[src/rtl/regfile_wr_arbiter_if.sv]
// regfile_wr_arbiter_if -- bundles the two writeback requester handshakes and
// the arbitrated register-file write port.
//   req0_*/req1_* : requester offers (valid/regnum/data) and ready back
//   wr_*          : single write port toward mips_regfile
//   pend_mask     : registers targeted by a held write
//   grant         : requester owning the current write slot
// Modports: master = requester/observer side, slave = arbiter side.
interface regfile_wr_arbiter_if #(
  parameter int WIDTH = 32
);
  logic             req0_valid;
  logic [4:0]       req0_regnum;
  logic [WIDTH-1:0] req0_data;
  logic             req0_ready;
  logic             req1_valid;
  logic [4:0]       req1_regnum;
  logic [WIDTH-1:0] req1_data;
  logic             req1_ready;
  logic             wr_enable;
  logic [4:0]       wr_regnum;
  logic [WIDTH-1:0] wr_data;
  logic [31:0]      pend_mask;
  logic             grant;

  modport master (
    output req0_valid, req0_regnum, req0_data,
    output req1_valid, req1_regnum, req1_data,
    input  req0_ready, req1_ready,
    input  wr_enable, wr_regnum, wr_data, pend_mask, grant
  );

  modport slave (
    input  req0_valid, req0_regnum, req0_data,
    input  req1_valid, req1_regnum, req1_data,
    output req0_ready, req1_ready,
    output wr_enable, wr_regnum, wr_data, pend_mask, grant
  );
endinterface

[src/rtl/regfile_wr_arbiter.sv]
// regfile_wr_arbiter -- merges ALU (requester 0) and load (requester 1)
// writebacks onto the single mips_regfile write port. Each requester owns a
// one-entry slot; one full slot is granted per cycle and drives the write port
// combinationally. Contested cycles are round-robin by default.
// Ports:
//   clk   : rising-edge clock
//   reset : asynchronous active-low reset (0 = reset)
//   bus   : regfile_wr_arbiter_if.slave (requester handshakes, write port,
//           pend_mask, grant)
// Configuration macro: RF_ARB_FIXED_PRIO_EN -- when defined, requester 1
// always wins a contested cycle and the priority pointer stays at 0.
module regfile_wr_arbiter #(
  parameter int WIDTH = 32
) (
  input logic                 clk,
  input logic                 reset,
  regfile_wr_arbiter_if.slave bus
);

  // One-hot decode of a held slot's destination register.
  function automatic logic [31:0] reg_decode(input logic full, input logic [4:0] regnum);
    logic [31:0] onehot_v;
    onehot_v = 32'd1 << regnum;
    return full ? onehot_v : 32'd0;
  endfunction

  logic             run_r;
  logic             full0_r;
  logic [4:0]       regnum0_r;
  logic [WIDTH-1:0] data0_r;
  logic             full1_r;
  logic [4:0]       regnum1_r;
  logic [WIDTH-1:0] data1_r;
  logic             ptr_r;

  logic             gnt_s;
  logic             any_full_s;
  logic             contested_s;
  logic             ready0_s;
  logic             ready1_s;
  logic             acc0_s;
  logic             acc1_s;
  logic [4:0]       sel_regnum_s;
  logic [WIDTH-1:0] sel_data_s;
  logic [31:0]      mask_s;

  // Pick the slot served this cycle; gnt_s=1 selects requester 1.
  always_comb begin
    contested_s = full0_r & full1_r;
    any_full_s  = full0_r | full1_r;
    if (contested_s) begin
`ifdef RF_ARB_FIXED_PRIO_EN
      gnt_s = 1'b1;
`else
      gnt_s = ptr_r;
`endif
    end else begin
      gnt_s = full1_r;
    end
  end

  // A slot can take an offer when empty or when it drains this cycle.
  // run_r keeps ready low on the edge where reset is released.
  always_comb begin
    ready0_s = run_r & (~full0_r | ~gnt_s);
    ready1_s = run_r & (~full1_r | gnt_s);
    acc0_s   = bus.req0_valid & ready0_s;
    acc1_s   = bus.req1_valid & ready1_s;
  end

  // Write port and status outputs, all derived from slot state.
  always_comb begin
    if (gnt_s) begin
      sel_regnum_s = regnum1_r;
      sel_data_s   = data1_r;
    end else begin
      sel_regnum_s = regnum0_r;
      sel_data_s   = data0_r;
    end
    mask_s    = reg_decode(full0_r, regnum0_r) | reg_decode(full1_r, regnum1_r);
    mask_s[0] = 1'b0;
    if (any_full_s) begin
      bus.wr_enable = (sel_regnum_s != 5'd0);
      bus.wr_regnum = sel_regnum_s;
      bus.wr_data   = sel_data_s;
      bus.grant     = gnt_s;
    end else begin
      bus.wr_enable = 1'b0;
      bus.wr_regnum = 5'd0;
      bus.wr_data   = {WIDTH{1'b0}};
      bus.grant     = 1'b0;
    end
    bus.pend_mask  = mask_s;
    bus.req0_ready = ready0_s;
    bus.req1_ready = ready1_s;
  end

  // Run flag: set on the first edge after reset release.
  always_ff @(posedge clk or negedge reset) begin
    if (!reset) begin
      run_r <= 1'b0;
    end else begin
      run_r <= 1'b1;
    end
  end

  // Slot 0: load on accept, otherwise empty once granted.
  always_ff @(posedge clk or negedge reset) begin
    if (!reset) begin
      full0_r   <= 1'b0;
      regnum0_r <= 5'd0;
      data0_r   <= {WIDTH{1'b0}};
    end else if (acc0_s) begin
      full0_r   <= 1'b1;
      regnum0_r <= bus.req0_regnum;
      data0_r   <= bus.req0_data;
    end else if (full0_r && !gnt_s) begin
      full0_r   <= 1'b0;
    end else begin
      full0_r   <= full0_r;
    end
  end

  // Slot 1: load on accept, otherwise empty once granted.
  always_ff @(posedge clk or negedge reset) begin
    if (!reset) begin
      full1_r   <= 1'b0;
      regnum1_r <= 5'd0;
      data1_r   <= {WIDTH{1'b0}};
    end else if (acc1_s) begin
      full1_r   <= 1'b1;
      regnum1_r <= bus.req1_regnum;
      data1_r   <= bus.req1_data;
    end else if (full1_r && gnt_s) begin
      full1_r   <= 1'b0;
    end else begin
      full1_r   <= full1_r;
    end
  end

  // Priority pointer: flips to the loser after each contested grant.
  always_ff @(posedge clk or negedge reset) begin
    if (!reset) begin
      ptr_r <= 1'b0;
    end else begin
`ifdef RF_ARB_FIXED_PRIO_EN
      ptr_r <= 1'b0;
`else
      if (contested_s) begin
        ptr_r <= ~gnt_s;
      end else begin
        ptr_r <= ptr_r;
      end
`endif
    end
  end

endmodule
[src/flat_wrapper.sv]
// flat-port wrapper written by rule: the top's interface ports become plain ports
module regfile_wr_arbiter_flat 
#(
  parameter int WIDTH = 32
)
  (clk, reset, bus_req0_valid, bus_req0_regnum, bus_req0_data, bus_req1_valid, bus_req1_regnum, bus_req1_data, bus_req0_ready, bus_req1_ready, bus_wr_enable, bus_wr_regnum, bus_wr_data, bus_pend_mask, bus_grant);
  regfile_wr_arbiter_if #(.WIDTH(WIDTH)) bus_i ();
  input logic clk;
  input logic reset;
  input wire logic [$bits(bus_i.req0_valid)-1:0] bus_req0_valid;
  input wire logic [$bits(bus_i.req0_regnum)-1:0] bus_req0_regnum;
  input wire logic [$bits(bus_i.req0_data)-1:0] bus_req0_data;
  input wire logic [$bits(bus_i.req1_valid)-1:0] bus_req1_valid;
  input wire logic [$bits(bus_i.req1_regnum)-1:0] bus_req1_regnum;
  input wire logic [$bits(bus_i.req1_data)-1:0] bus_req1_data;
  output wire logic [$bits(bus_i.req0_ready)-1:0] bus_req0_ready;
  output wire logic [$bits(bus_i.req1_ready)-1:0] bus_req1_ready;
  output wire logic [$bits(bus_i.wr_enable)-1:0] bus_wr_enable;
  output wire logic [$bits(bus_i.wr_regnum)-1:0] bus_wr_regnum;
  output wire logic [$bits(bus_i.wr_data)-1:0] bus_wr_data;
  output wire logic [$bits(bus_i.pend_mask)-1:0] bus_pend_mask;
  output wire logic [$bits(bus_i.grant)-1:0] bus_grant;
  assign bus_i.req0_valid = bus_req0_valid;
  assign bus_i.req0_regnum = bus_req0_regnum;
  assign bus_i.req0_data = bus_req0_data;
  assign bus_i.req1_valid = bus_req1_valid;
  assign bus_i.req1_regnum = bus_req1_regnum;
  assign bus_i.req1_data = bus_req1_data;
  assign bus_req0_ready = bus_i.req0_ready;
  assign bus_req1_ready = bus_i.req1_ready;
  assign bus_wr_enable = bus_i.wr_enable;
  assign bus_wr_regnum = bus_i.wr_regnum;
  assign bus_wr_data = bus_i.wr_data;
  assign bus_pend_mask = bus_i.pend_mask;
  assign bus_grant = bus_i.grant;
  regfile_wr_arbiter #(.WIDTH(WIDTH)) u_core (.clk(clk), .reset(reset), .bus(bus_i));
endmodule
[config.mk]
export PLATFORM = sky130hd
export DESIGN_NAME = regfile_wr_arbiter_flat
export DESIGN_NICKNAME = d
export VERILOG_FILES = /design/src/rtl/regfile_wr_arbiter_if.sv /design/src/rtl/regfile_wr_arbiter.sv /design/src/flat_wrapper.sv
export SDC_FILE = /design/constraint.sdc
export NUM_CORES = 1
export LEC_CHECK = 0
export ABC_AREA = 0
export ABC_CLOCK_PERIOD_IN_PS = 1680
export BUFFER_PORTS_ARGS = -buffer_cell sky130_fd_sc_hd__buf_2
export CORE_ASPECT_RATIO = 0.7
export CORE_MARGIN = 4
export CORE_UTILIZATION = 45
export DETAILED_ROUTE_END_ITERATION = 7
export GPL_ROUTABILITY_DRIVEN = 0
export PLACE_DENSITY_LB_ADDON = 0.3
export SLEW_MARGIN = 25
export SYNTH_ARGS = -nofsm -noshare
export SYNTH_HDL_FRONTEND = slang
export SYNTH_SLANG_ARGS = --single-unit
[constraint.sdc]
create_clock -name clk -period 1.68 [get_ports clk]
set_input_delay 0.336 -clock clk [delete_from_list [all_inputs] [get_ports clk]]
set_output_delay 0.336 -clock clk [all_outputs]
set_load 0.005 [all_outputs]
# Word-level counts from Yosys, hierarchy flattened
# Cells that the tools add are included.
# Widths: inputs -> output; s select.
[op_classes]
shift = 2
muxes = 13
bitwise = 12
n_reduce_logical = 6
[op_table]
columns = ["operator", "n"]
rows = [
  ["$mux 32", 4],
  ["$shl 1x5->32 const A", 2],
  ["$or 32x32->32", 1],
  ["$mux 5", 2],
  ["$mux 1", 7],
  ["$and 1x1->1", 5],
  ["$reduce_bool 5->1", 1],
  ["$reduce_bool 2->1", 2],
  ["$not 1->1", 3],
  ["$or 1x1->1", 3],
  ["$logic_and 1x1->1", 2],
  ["$logic_not 1->1", 1],
]
[totals]
regBits = 78
input_bits = 78
out_inout_bits = 73
elab_cells = 41

# Logic depth before layout (Yosys ltp)
[logic_depth]
depth_word = 7
depth_mapped = 6
mapped_depth_nobuf = 3

# Least setup slack after synthesis
# Ideal clock, no wire load.
[synth_timing]
kind = "register to output"
startpoint = "register u_core.regnum1_r[2]"
endpoint = "output bus_wr_enable"
arrival_ns = 1.405
required_ns = 1.344
path_slack_ns = -0.061
path_stages_with_launch = 5
path_buffers = 1
path_cell_list = "dfrtp_1 > buf_6 > or3_4 > or3_1 > a22o_1"
[synth_via]
elab_chain_cells = 3
[synth_rtl]
columns = ["element", "line", "rtl"]
rows = [
  ["from (decl)", "regfile_wr_arbiter.sv:32", "logic [4:0] regnum1_r;"],
  ["from (signal assigned)", "regfile_wr_arbiter.sv:132", "regnum1_r <= bus.req1_regnum;"],
  ["$mux 5", "regfile_wr_arbiter.sv:73", "if (gnt_s) begin"],
  ["$reduce_bool 5->1", "regfile_wr_arbiter.sv:83", "bus.wr_enable = (sel_regnum_s != 5'd0);"],
  ["$mux 1", "regfile_wr_arbiter.sv:82", "if (any_full_s) begin"],
  ["to (decl)", "flat_wrapper.sv:18", "output wire logic [$bits(bus_i.wr_enable)-1:0] bus_wr_enable;"],
]
# No other way between the ends.

# Worst setup path in the final report
[layout_timing]
startpoint = "register u_core.regnum1_r[1]"
endpoint = "output bus_wr_enable"
# The elaborated chain is that of the path after synthesis.

==> PnR_summary.wiki <==
{| class="wikitable"
! Metric !! Value
|-
| Outcome || complete, but fails checks
|-
| Violated checks || setup timing
|-
| Post-Route Hold Slack || between 0.2 and 0.25 ns
|-
| Synthesized area || ~4200 sq um
|-
| Number of standard cells after synthesis || 368
|-
| Wire length of the first global-routing pass || 20.47 mm
|-
| Final core utilization || between 70% and 80%
|-
| Leading post-synthesis cells by instance count || sky130_fd_sc_hd__dfrtp_1 (78), sky130_fd_sc_hd__nand2_1 (42), sky130_fd_sc_hd__mux2_2 (39)
|-
| Pwr per Cell Area || 1067 nW/um^2
|-
| Antenna violations before repair || 0
|-
| Number of input and output port buffers inserted || 149
|-
| Nets || 651
|-
| Hold violation count in the final report || 0
|-
| Die height || 88.75 um
|-
| Setup crit start kind || register
|-
| Vias after detailed routing || 4,132
|-
| Area share of and/or/nand/nor cells after synthesis || approximately 8.2%
|-
| Global routing usage summed across all routing layers || approximately a quarter
|-
| Top cells by area, synth || sky130_fd_sc_hd__dfrtp_1 (47%), sky130_fd_sc_hd__mux2_4 (11%), sky130_fd_sc_hd__mux2_2 (10%)
|-
| Critical path fanouts, max || 2
|-
| CTS tree || done
|-
| Clock insertion delay at the later pin of the skew report || 0.34 ns
|-
| Compound-cell area share of the yosys netlist || 16.75%
|-
| Fraction of layout cells with a size suffix above 1 || just under 70%
|-
| Area of the die || 10,950 sq um
|-
| Number of core rows || 29
|-
| Final Slew Violations || 0
|-
| VDD IR-drop max || 0.0008117 V
|-
| Syn avg cell area || around 11 sq um
|-
| Ports || between 150 and 200
|-
| Area growth syn-to-layout || 64.33%
|-
| Synthesis warning total || 0
|-
| Number of cells on the worst reg-to-reg path || 7
|-
| Clock Sink Count || 78
|-
| Post-synth top area share || 46.57%
|-
| Clock skew || 0.006437 ns
|-
| Effective utilization at floorplan || 46.21%
|-
| Largest net degree at the start of global routing || 38
|-
| Distinct cell type count after synthesis || 38
|-
| Leading area contributor after synthesis || sky130_fd_sc_hd__dfrtp_1
|-
| Min Tclk post-route || 2.139 ns
|-
| Hold Crit Depth || 2
|-
| Width of the die || 123.4 um
|-
| Static Leakage || about 3.2 nW
|-
| Number of flip-flops and latches in the synthesized netlist || just under 80
|-
| Clock buffers created by TritonCTS || 9
|-
| DR DRC count || 0
|-
| Startpoint of the most critical register-to-register path || u_core.full1_r$_DFFE_PN0P_
|-
| End of the worst register-to-register path || u_core.regnum0_r[1]$_DFFE_PN0P_
|-
| Maximum root-to-sink buffer count || 2
|-
| Count of H-tree levels built during CTS || 3
|-
| Ys async rst share || 100.0%
|-
| Via count of the first global-routing pass || 3,868
|-
| DRT Pass-1 Iters || 5
|-
| Xor and xnor area share after synthesis || less than 1%
|-
| Hold path startpoint || bus_req0_data[0]
|-
| Arrival @ worst endpoint || 1.80 ns
|-
| Final critical-path share of the clock period || 127.4%
|-
| Main combinational cell family by area after synthesis || multiplexers
|-
| Worst hold path endpoint || u_core.data0_r[0]$_DFFE_PN0P_
|-
| Setup slack of the critical path after layout || -0.4595 ns
|-
| Dominant cell by count in the synthesized netlist || sky130_fd_sc_hd__dfrtp_1
|-
| Required time at the worst-slack endpoint || 1.34 ns
|-
| Arithmetic-cell share of the synthesized area counting full adders, half adders and majority gates || 0%
|-
| Portion of the post-synthesis area used by sequential elements || 46.57%
|-
| Max-capacitance violation count || 0
|-
| Type of the worst setup path || reg -> out
|-
| Final setup violation count || 127
|-
| Number of cells after detailed placement || 640
|-
| Routed wire length || approximately 16 mm
|-
| Predominant post-synthesis flop cell || sky130_fd_sc_hd__dfrtp_1
|-
| Area of the core region || 9071 sq um
|-
| Placed wire-length estimate || 8.603 mm
|-
| Number of synthesized flops with an enable pin || 0
|-
| Max frequency || 467.4 MHz
|-
| Detailed-route vias per instance || 5.886
|-
| Multiplexer fraction of the synthesized cell area || a little under a quarter
|-
| Endpoint type of the worst setup path || output pin
|-
| Setup repair after global routing missed its margin || true
|-
| Final antenna-violating net count || 0
|-
| Post-synth net total || 446
|-
| Antenna diode count || 0
|-
| Post-CTS clock slew at the launch and capture registers of the worst setup and hold paths || 0.06 ns
|-
| Type of the tightest min-delay check || in -> reg
|-
| Root buffer cell || sky130_fd_sc_hd__clkbuf_16
|-
| Register-to-register path setup slack || -0.08 ns
|-
| Final instance count without filler cells || 702
|-
| Average routed wire per standard cell || around 22 um
|-
| Global route total overflow || 0
|-
| Starting DRT DRC Count || 417
|}
-- report_power, final --
group | switching (mW) | internal, mW | leakage [nW]
clock network | 0.770 | 1.31 | 0.155
logic | 1.30 | 1.47 | 2.18
registers | 0.265 | 2.23 | 0.910
-- state kept, by name, indices dropped and copies added (netlist names) --
| register | cells |
|---|---|
| u_core.full0_r | 1 |
| u_core.run_r | 1 |
| u_core.regnum1_r | 5 |
| u_core.full1_r | 1 |
| u_core.data1_r | 32 |
| u_core.ptr_r | 1 |
| u_core.regnum0_r | 5 |
| u_core.data0_r | 32 |
-- per-layer routing --
layer	GRT usage (%)	wire length, um
met1	33.98	6726
met2	37.92	7217
met3	6.390	1313
met4	7.638	478
met5	0	0
-- stage by stage --
step | TNS (ns) | setup WS, ns | power, mW | cell area, sq um
after floorplan | -0.03903 | -0.03903 | 3.542 | 4192
after global placement | -0.04488 | -0.04488 | 4.178 | 5190
after detailed placement | -0.05218 | -0.04532 | 4.228 | 5190
after CTS | -17.09 | -0.4029 | 6.846 | 6248
after global routing | -29.78 | -0.5022 | 7.638 | 6888
final | -22.85 | -0.4595 | 7.350 | 6888
-- cell families after synthesis --
group           after synthesis
compound gates              106
xor+xnor                      1
buf+inv                      36
flops                        78
mux                          74
other cells                   2
simple gates                 71
-- how the worst max path moves through the flow --
stage | cells after the start | endpoint | startpoint
after floorplan | 4 | bus_wr_enable | u_core.regnum1_r[1]$_DFFE_PN0P_
after global placement | 4 | bus_wr_enable | u_core.regnum1_r[1]$_DFFE_PN0P_
after detailed placement | 4 | bus_wr_enable | u_core.regnum1_r[1]$_DFFE_PN0P_
after CTS | 4 | bus_wr_enable | u_core.regnum1_r[1]$_DFFE_PN0P_
after global routing | 4 | bus_wr_enable | u_core.regnum1_r[1]$_DFFE_PN0P_
final | 4 | bus_wr_enable | u_core.regnum1_r[1]$_DFFE_PN0P_
-- worst max-delay path, cell delays in order, from the launching register on --
cell	delay [ns]
sky130_fd_sc_hd__dfrtp_1	0.40
sky130_fd_sc_hd__or3_4	0.40
sky130_fd_sc_hd__or3_1	0.33
sky130_fd_sc_hd__a22o_1	0.21
sky130_fd_sc_hd__buf_2	0.12
-- cell usage in the layout, fill, tap and decap left out, types with 2 or more instances in the layout --
| master | n |
|---|---|
| sky130_fd_sc_hd__nand3_4 | 4 |
| sky130_fd_sc_hd__o21ai_1 | 4 |
| sky130_fd_sc_hd__nand2_1 | 35 |
| sky130_fd_sc_hd__mux2_4 | 73 |
| sky130_fd_sc_hd__o21ai_2 | 28 |
| sky130_fd_sc_hd__nand3_2 | 2 |
| sky130_fd_sc_hd__buf_12 | 11 |
| sky130_fd_sc_hd__or3b_4 | 2 |
| sky130_fd_sc_hd__clkbuf_16 | 16 |
| sky130_fd_sc_hd__buf_6 | 26 |
| sky130_fd_sc_hd__nand3b_1 | 5 |
| sky130_fd_sc_hd__buf_4 | 27 |
| sky130_fd_sc_hd__nand2_2 | 3 |
| sky130_fd_sc_hd__dfrtp_2 | 4 |
| sky130_fd_sc_hd__clkbuf_8 | 4 |
| sky130_fd_sc_hd__conb_1 | 2 |
| sky130_fd_sc_hd__o22ai_2 | 24 |
| sky130_fd_sc_hd__clkinvlp_4 | 2 |
| sky130_fd_sc_hd__nor2b_4 | 4 |
| sky130_fd_sc_hd__buf_8 | 6 |
| sky130_fd_sc_hd__nand2_4 | 4 |
| sky130_fd_sc_hd__dfrtp_1 | 74 |
| sky130_fd_sc_hd__o211ai_1 | 32 |
| sky130_fd_sc_hd__o22ai_1 | 7 |
| sky130_fd_sc_hd__buf_16 | 4 |
| sky130_fd_sc_hd__buf_2 | 145 |
| sky130_fd_sc_hd__a22o_1 | 5 |
-- area by class of cell --
type                            instances  area, sq um
Fill cell                             546         2183
Clock buffer                           14        284.0
Sequential cell                        78         1957
Inverter                                2        11.26
Clock inverter                          2        37.54
Multi-Input combinational cell        254         2584
Tap cell                              124        155.1
Timing Repair Buffer                  228         1859
-- what timing repair did --
| item | in CTS | in global routing |
|---|---|---|
| setup endpoints to repair | 73 | 146 |
| pin swaps | 55 | 48 |
| buffers inserted | 23 | 12 |
| resized for setup | 127 | 102 |
| hold buffers | 1 | 0 |
| gates cloned | 7 | 7 |
| hold endpoints to repair | 25 | 0 |
(Power assumes the default switching activity.)
